[src/rtl/alu_wide_seq_pkg.sv]
// rtl/alu_wide_seq_pkg.sv - shared state encoding, flag indices and flag-combine helper
package alu_wide_seq_pkg;

  // Sequencer states: idle, low-byte pass, high-byte pass, response held
  typedef enum logic [1:0] {
    ST_IDLE = 2'd0,
    ST_LO   = 2'd1,
    ST_HI   = 2'd2,
    ST_DONE = 2'd3
  } state_t;

  // Bit positions inside every 4-bit flag vector (ALU and response)
  localparam int FLAG_ZERO     = 0;
  localparam int FLAG_CARRY    = 1;
  localparam int FLAG_SIGN     = 2;
  localparam int FLAG_OVERFLOW = 3;
  localparam int FLAG_W        = 4;

  // Request fields captured on acceptance
  typedef struct packed {
    logic [15:0] a;
    logic [15:0] b;
    logic [3:0]  op;
    logic        invert;
    logic        carry_in;
    logic        wide;
  } req_t;

  // Final flags of a 16-bit op: carry/sign/overflow come from the high pass,
  // zero is either chained across both passes or taken from the high pass alone
  function automatic logic [FLAG_W-1:0] wide_flags(
    input logic [FLAG_W-1:0] lo_flags,
    input logic [FLAG_W-1:0] hi_flags,
    input logic              chain_zero
  );
    logic [FLAG_W-1:0] f;
    f = hi_flags;
    if (chain_zero) begin
      f[FLAG_ZERO] = lo_flags[FLAG_ZERO] & hi_flags[FLAG_ZERO];
    end else begin
      f[FLAG_ZERO] = hi_flags[FLAG_ZERO];
    end
    return f;
  endfunction

endpackage

[src/rtl/alu_wide_seq.sv]
// rtl/alu_wide_seq.sv - sequences 8/16-bit ops through an external 8-bit ALU
module alu_wide_seq
  import alu_wide_seq_pkg::*;
#(
  parameter bit CHAIN_ZERO = 1'b1
) (
  input  logic        clk,
  input  logic        rst_n,
  input  logic        req_valid,
  output logic        req_ready,
  input  logic [15:0] req_a,
  input  logic [15:0] req_b,
  input  logic [3:0]  req_op,
  input  logic        req_invert,
  input  logic        req_carry_in,
  input  logic        req_wide,
  output logic        rsp_valid,
  input  logic        rsp_ready,
  output logic [15:0] rsp_result,
  output logic [3:0]  rsp_flags,
  output logic [7:0]  alu_a,
  output logic [7:0]  alu_b,
  output logic [3:0]  alu_op,
  output logic        alu_invert,
  output logic        alu_carry_in,
  output logic        alu_n_oe,
  input  logic [7:0]  alu_result,
  input  logic [3:0]  alu_flags
);

  state_t             state_q;
  state_t             state_d;
  logic               accept;
  req_t               req_q;
  logic [15:0]        result_q;
  logic [FLAG_W-1:0]  lo_flags_q;
  logic [FLAG_W-1:0]  flags_q;

  assign rsp_result = result_q;
  assign rsp_flags  = flags_q;

  // State register; reset drops straight back to idle, abandoning any op in flight
  always_ff @(posedge clk or negedge rst_n) begin
    if (!rst_n) begin
      state_q <= ST_IDLE;
    end else begin
      state_q <= state_d;
    end
  end

  // Next-state, handshake and ALU drive; ALU is only enabled during the two passes
  always_comb begin
    state_d      = state_q;
    accept       = 1'b0;
    req_ready    = 1'b0;
    rsp_valid    = 1'b0;
    alu_a        = 8'h00;
    alu_b        = 8'h00;
    alu_op       = 4'h0;
    alu_invert   = 1'b0;
    alu_carry_in = 1'b0;
    alu_n_oe     = 1'b1;
    case (state_q)
      ST_IDLE: begin
        // rst_n gating keeps ready low while reset is still asserted
        req_ready = rst_n;
        if (req_valid && rst_n) begin
          accept  = 1'b1;
          state_d = ST_LO;
        end
      end
      ST_LO: begin
        alu_a        = req_q.a[7:0];
        alu_b        = req_q.b[7:0];
        alu_op       = req_q.op;
        alu_invert   = req_q.invert;
        alu_carry_in = req_q.carry_in;
        alu_n_oe     = 1'b0;
        state_d      = req_q.wide ? ST_HI : ST_DONE;
      end
      ST_HI: begin
        alu_a        = req_q.a[15:8];
        alu_b        = req_q.b[15:8];
        alu_op       = req_q.op;
        alu_invert   = req_q.invert;
        alu_carry_in = lo_flags_q[FLAG_CARRY];
        alu_n_oe     = 1'b0;
        state_d      = ST_DONE;
      end
      ST_DONE: begin
        rsp_valid = 1'b1;
        if (rsp_ready) begin
          // Response leaving frees the sequencer for a same-cycle request
          req_ready = 1'b1;
          if (req_valid) begin
            accept  = 1'b1;
            state_d = ST_LO;
          end else begin
            state_d = ST_IDLE;
          end
        end
      end
      default: begin
        state_d = ST_IDLE;
      end
    endcase
  end

  // Request capture and per-pass result/flag accumulation; result is untouched in DONE
  always_ff @(posedge clk or negedge rst_n) begin
    if (!rst_n) begin
      req_q      <= '0;
      result_q   <= 16'h0000;
      lo_flags_q <= '0;
      flags_q    <= '0;
    end else begin
      if (accept) begin
        req_q.a        <= req_a;
        req_q.b        <= req_b;
        req_q.op       <= req_op;
        req_q.invert   <= req_invert;
        req_q.carry_in <= req_carry_in;
        req_q.wide     <= req_wide;
      end
      case (state_q)
        ST_LO: begin
          result_q[7:0] <= alu_result;
          lo_flags_q    <= alu_flags;
          if (!req_q.wide) begin
            result_q[15:8] <= 8'h00;
            flags_q        <= alu_flags;
          end
        end
        ST_HI: begin
          result_q[15:8] <= alu_result;
          flags_q        <= wide_flags(lo_flags_q, alu_flags, CHAIN_ZERO);
        end
        default: begin
        end
      endcase
    end
  end

endmodule

[config.mk]
export PLATFORM = sky130hd
export DESIGN_NAME = alu_wide_seq
export DESIGN_NICKNAME = d
export VERILOG_FILES = /design/src/rtl/alu_wide_seq_pkg.sv /design/src/rtl/alu_wide_seq.sv
export SDC_FILE = /design/constraint.sdc
export NUM_CORES = 1
export LEC_CHECK = 0
export BUFFER_PORTS_ARGS = -buffer_cell sky130_fd_sc_hd__clkbuf_2
export CAP_MARGIN = 0
export CORE_MARGIN = 2
export CORE_UTILIZATION = 45
export CTS_CLUSTER_DIAMETER = 30
export DETAILED_ROUTE_END_ITERATION = 10
export PLACE_DENSITY_LB_ADDON = 0.08
export SYNTH_ARGS = -nofsm -noshare
export SYNTH_HDL_FRONTEND = slang
export SYNTH_SLANG_ARGS = --single-unit
[constraint.sdc]
create_clock -name clk -period 2.4 [get_ports clk]
set_clock_uncertainty 0.05 [all_clocks]
set_input_delay 0.48 -clock clk [delete_from_list [all_inputs] [get_ports clk]]
set_output_delay 0.48 -clock clk [all_outputs]
set_load 0.02 [all_outputs]
==> results.md <==
- Result of the run: completed
- Slew Limit Headroom: 47.65%
- Wire length after detailed routing: 6048 um
- Switching Fraction: 38.80%
- Number of rows created at floorplan: 29
- Synthesized netlist net count: 276
- Max capacitance violation total: 0
- Overall Global Routing Usage: 18.53%
- Core area: 6241 um2
- TritonCTS Buffers: 9
- Least-Margin Pin Slew: 0.7852 ns
- Cell breakdown of the critical path: inv_2, ha_4, clkinv_1, buf_4, nor2_1, buf_2
- Clock transition at the register clock pins on the worst setup and hold paths after CTS: 0.07 ns
- Synthesized netlist cell count: 215
- Delay of the slowest cell on the worst path: 0.40 ns
- Post-route minimum period: 2.269 ns
- Die extent in x: 83.60 um
- First-pass iteration count of the detailed router: 4
- Critical path capture point type: output port
- Leftover overflow at the end of global routing: 0
- Setup fix buffers added after clock tree synthesis: 0
- Required arrival time at the worst endpoint: 1.87 ns
- Sequential cell area: 1577 um2
- Final net count: 384
- Number of synthesized register bits: 63
- Number of buffers added to fix hold violations after cts: 0
- Pin count of the biggest net entering global routing: 64
- Area of the mapped netlist: 2851 um2
- Half-perimeter wire length of the detailed placement result: 4207 um
- Cell taking the most area after synthesis: dfrtp_1
- Via-per-instance ratio: 4.951
- Hold WC Path Type: in -> reg
- Final GP Congestion: 0.7101
- Area grow syn2layout: 28.13%
- Number of inserted filler cells in the final layout: 539
- Number of I/O pins: 100
- Synth Warn #: 0
- Initial antenna violation count: 0
- Area share of the leading cell type in the synthesized netlist: 55.29%
- Peak supply drop: 0.8093 mV
- Worst Setup Path Type: reg -> out
- Die Ht: 83.60 um
- Count of buffering cells on the critical path with inverters included: 4
- Synth top cells by count: 63 x dfrtp_1, 42 x mux2_2, 19 x nor2_1
- Switching pwr: 2.106 mW
- Global-route wire length before repair: 9991 um
- Max Transition Viols Final: 0
- Lkg Pwr: 1.819 nW
- Antenna fix cells: 0
- Depth of the CTS H-tree: 3
- Proportion of synthesized chip area in sequential cells: 55.29%
- Clock Latency Late Sink: 0.33 ns
- Critical Path Source Type: flip-flop
- Critical path data arrival time: 1.74 ns
- # clock sinks: 63
- Starting Density: 45.69%
- Worst-path cell with the longest stage delay: dfrtp_1
- PwrDens: 1486 nW/um2
- Portion of total power attributed to the clock network: 16.4%
- Leading cell type by number of instances after synthesis: dfrtp_1
- Number of nets still failing antenna checks after routing: 0
- Share of async-settable or async-resettable flops after synthesis: 100.0%
- Maximum fanout along the worst path: 19
- Peak clock frequency supported by timing: 440.7 MHz
- Count of port buffers added during placement: 99
- First-iteration detailed-routing DRC count: 87
- EDFF count, synth: 0
- Part of the cycle the worst path needs: 94.55%
- Multi-input logic area: 1155 um2
- DRC violation count after routing: 0
- Gate power share: 49.8%
- Sequential share of power: 33.8%
- Number of distinct library cell variants in the gate-level netlist after synthesis: 22
- WL per Instance: 14.93 um
- Setup Total Neg Slack: 0 ns
- DR vias: 2005
- Most area-consuming cells after synthesis: dfrtp_1 55%, mux2_2 17%, mux2_4 5.3%
- PostCTS Resize Cnt: 2
- Count of endpoints failing hold in the final timing report: 0
- RSZ-0062 raised after global routing: no
- Buffer cell driving the clock tree root: clkbuf_8
- Longest Clk Path Bufs: 2
- Internal Pwr Total: 3.322 mW
- Clock tree from TritonCTS: built
- Most used flip-flop cell after synthesis: dfrtp_1
- Per-instance average area after synthesis: 13.26 um2
- Die Outline Area: 6989 um2
- Tightest hold margin: 0.3190 ns
- Share of layout cells above drive strength 1: 55.18%
- Crit-path leading delay family: buffers and inverters
- Via count of the first global-routing pass: 2020
- Final number of setup-violating endpoints: 0
==> per-stage QoR <==
| step | area (um2) | worst slack [ns] | total power, mW | std cells | utilization [%] |
|---|---|---|---|---|---|
| floorplan | 2851 | 0.1314 | 3.731 | 215 | - |
| global placement | 3445 | 0.3545 | 4.483 | 389 | 55.19 |
| detailed placement | 3445 | 0.3074 | 4.531 | 389 | 55.19 |
| CTS | 3647 | 0.02778 | 5.476 | 405 | 58.44 |
| global route | 3654 | 0.01587 | 5.828 | 405 | 58.54 |
| finish | 3654 | 0.1307 | 5.428 | 405 | 58.54 |
==> power groups by stage <==
stage          clock network, mW  registers (mW)  logic (mW)
2_1_floorplan                  0            1.95        1.78
3_3_place_gp                   0            1.84        2.65
3_5_place_dp                   0            1.85        2.68
4_1_cts                    0.916            1.84        2.72
5_1_grt                    0.961            1.91        2.96
6_report                   0.891            1.83        2.70
==> worst reg2reg max path, delay by kind of cell, from the launching register on <==
family | cells | cell delay (ns)
buf+inv | 3 | 0.57
flops | 1 | 0.42
mux | 1 | 0.36
fa+ha+maj | 1 | 0.21
compound gates | 1 | 0.11
simple gates | 1 | 0.05
==> routing by layer <==
| layer | up-vias | share of wire (%) | wire, um | GRT usage [%] |
|---|---|---|---|---|
| met3 | 7 | 6.8 | 411 | 6.627 |
| li1 | 958 | - | - | - |
| met4 | 0 | 1.1 | 67 | 5.718 |
| met5 | - | 0 | 0 | 0 |
| met1 | 979 | 44 | 2684 | 24.48 |
| met2 | 61 | 48 | 2884 | 28.80 |
==> final cells by class <==
cell class / instances / share of cell area (%)
inverters: 13 / 1.336
flip-flops and latches: 63 / 43.15
multi-input cells: 127 / 31.61
clock inverters: 4 / 1.233
well taps: 77 / 2.637
repair buffers: 109 / 16.06
clock buffers: 12 / 3.973
==> layout by cell type, fill, tap and decap left out <==
| cell type | netlist | final |
|---|---|---|
| nor2_1 | 19 | 18 |
| mux2_2 | 42 | 42 |
| inv_2 | 0 | 2 |
| buf_2 | 2 | 3 |
| clkinv_2 | 0 | 3 |
| nor2b_1 | 2 | 2 |
| mux2i_1 | 11 | 11 |
| a22oi_1 | 17 | 17 |
| mux2_4 | 10 | 10 |
| buf_12 | 1 | 1 |
| nor3b_4 | 1 | 1 |
| clkbuf_8 | 0 | 10 |
| nand2_1 | 9 | 9 |
| dfrtp_1 | 63 | 63 |
| inv_1 | 12 | 10 |
| ha_4 | 0 | 1 |
| o21ai_0 | 1 | 1 |
| and2_1 | 5 | 5 |
| buf_4 | 4 | 8 |
| a21oi_1 | 2 | 2 |
| buf_6 | 1 | 1 |
| a2111oi_0 | 1 | 1 |
| ha_1 | 6 | 5 |
| clkinv_1 | 1 | 1 |
| nor2_2 | 0 | 1 |
| clkbuf_2 | 0 | 96 |
| clkbuf_1 | 4 | 2 |
| a22oi_2 | 1 | 1 |
| bufinv_16 | 0 | 1 |
==> kinds of logic (layout without fill, tap and decap cells) <==
family / Yosys count / in the layout / synth area share (%)
multiplexers: 63 / 63 / 25.71
flip-flops: 63 / 63 / 55.29
adder cells (fa/ha/maj): 6 / 6 / 2.633
AO/OA/AOI/OAI: 22 / 22 / 5.748
AND/OR/NAND/NOR: 36 / 36 / 5.880
buffers and inverters: 25 / 138 / 4.739
==> final timing paths <==
check / from / to / slack [ns] / depth (start not counted)
min in group asynchronous: rst_n / rsp_result[3] / 0.34 / 2
max reg2reg: state_q[1] / rsp_flags[1] / 0.53 / 7
min reg2reg: req_q[5] / req_q[5] / 0.45 / 1
min: req_b[13] / req_q[20] / 0.32 / 2
max: state_q[1] / alu_b[6] / 0.13 / 6
max in group asynchronous: rst_n / state_q[0] / 1.46 / 2
==> state kept, by name, summed over array words and instances (netlist names) <==
| signal | flops |
|---|---|
| lo_flags_q | 2 |
| req_q | 39 |
| rsp_flags | 4 |
| rsp_result | 16 |
| state_q | 2 |
Note: power is estimated with default switching activity, not from simulation.
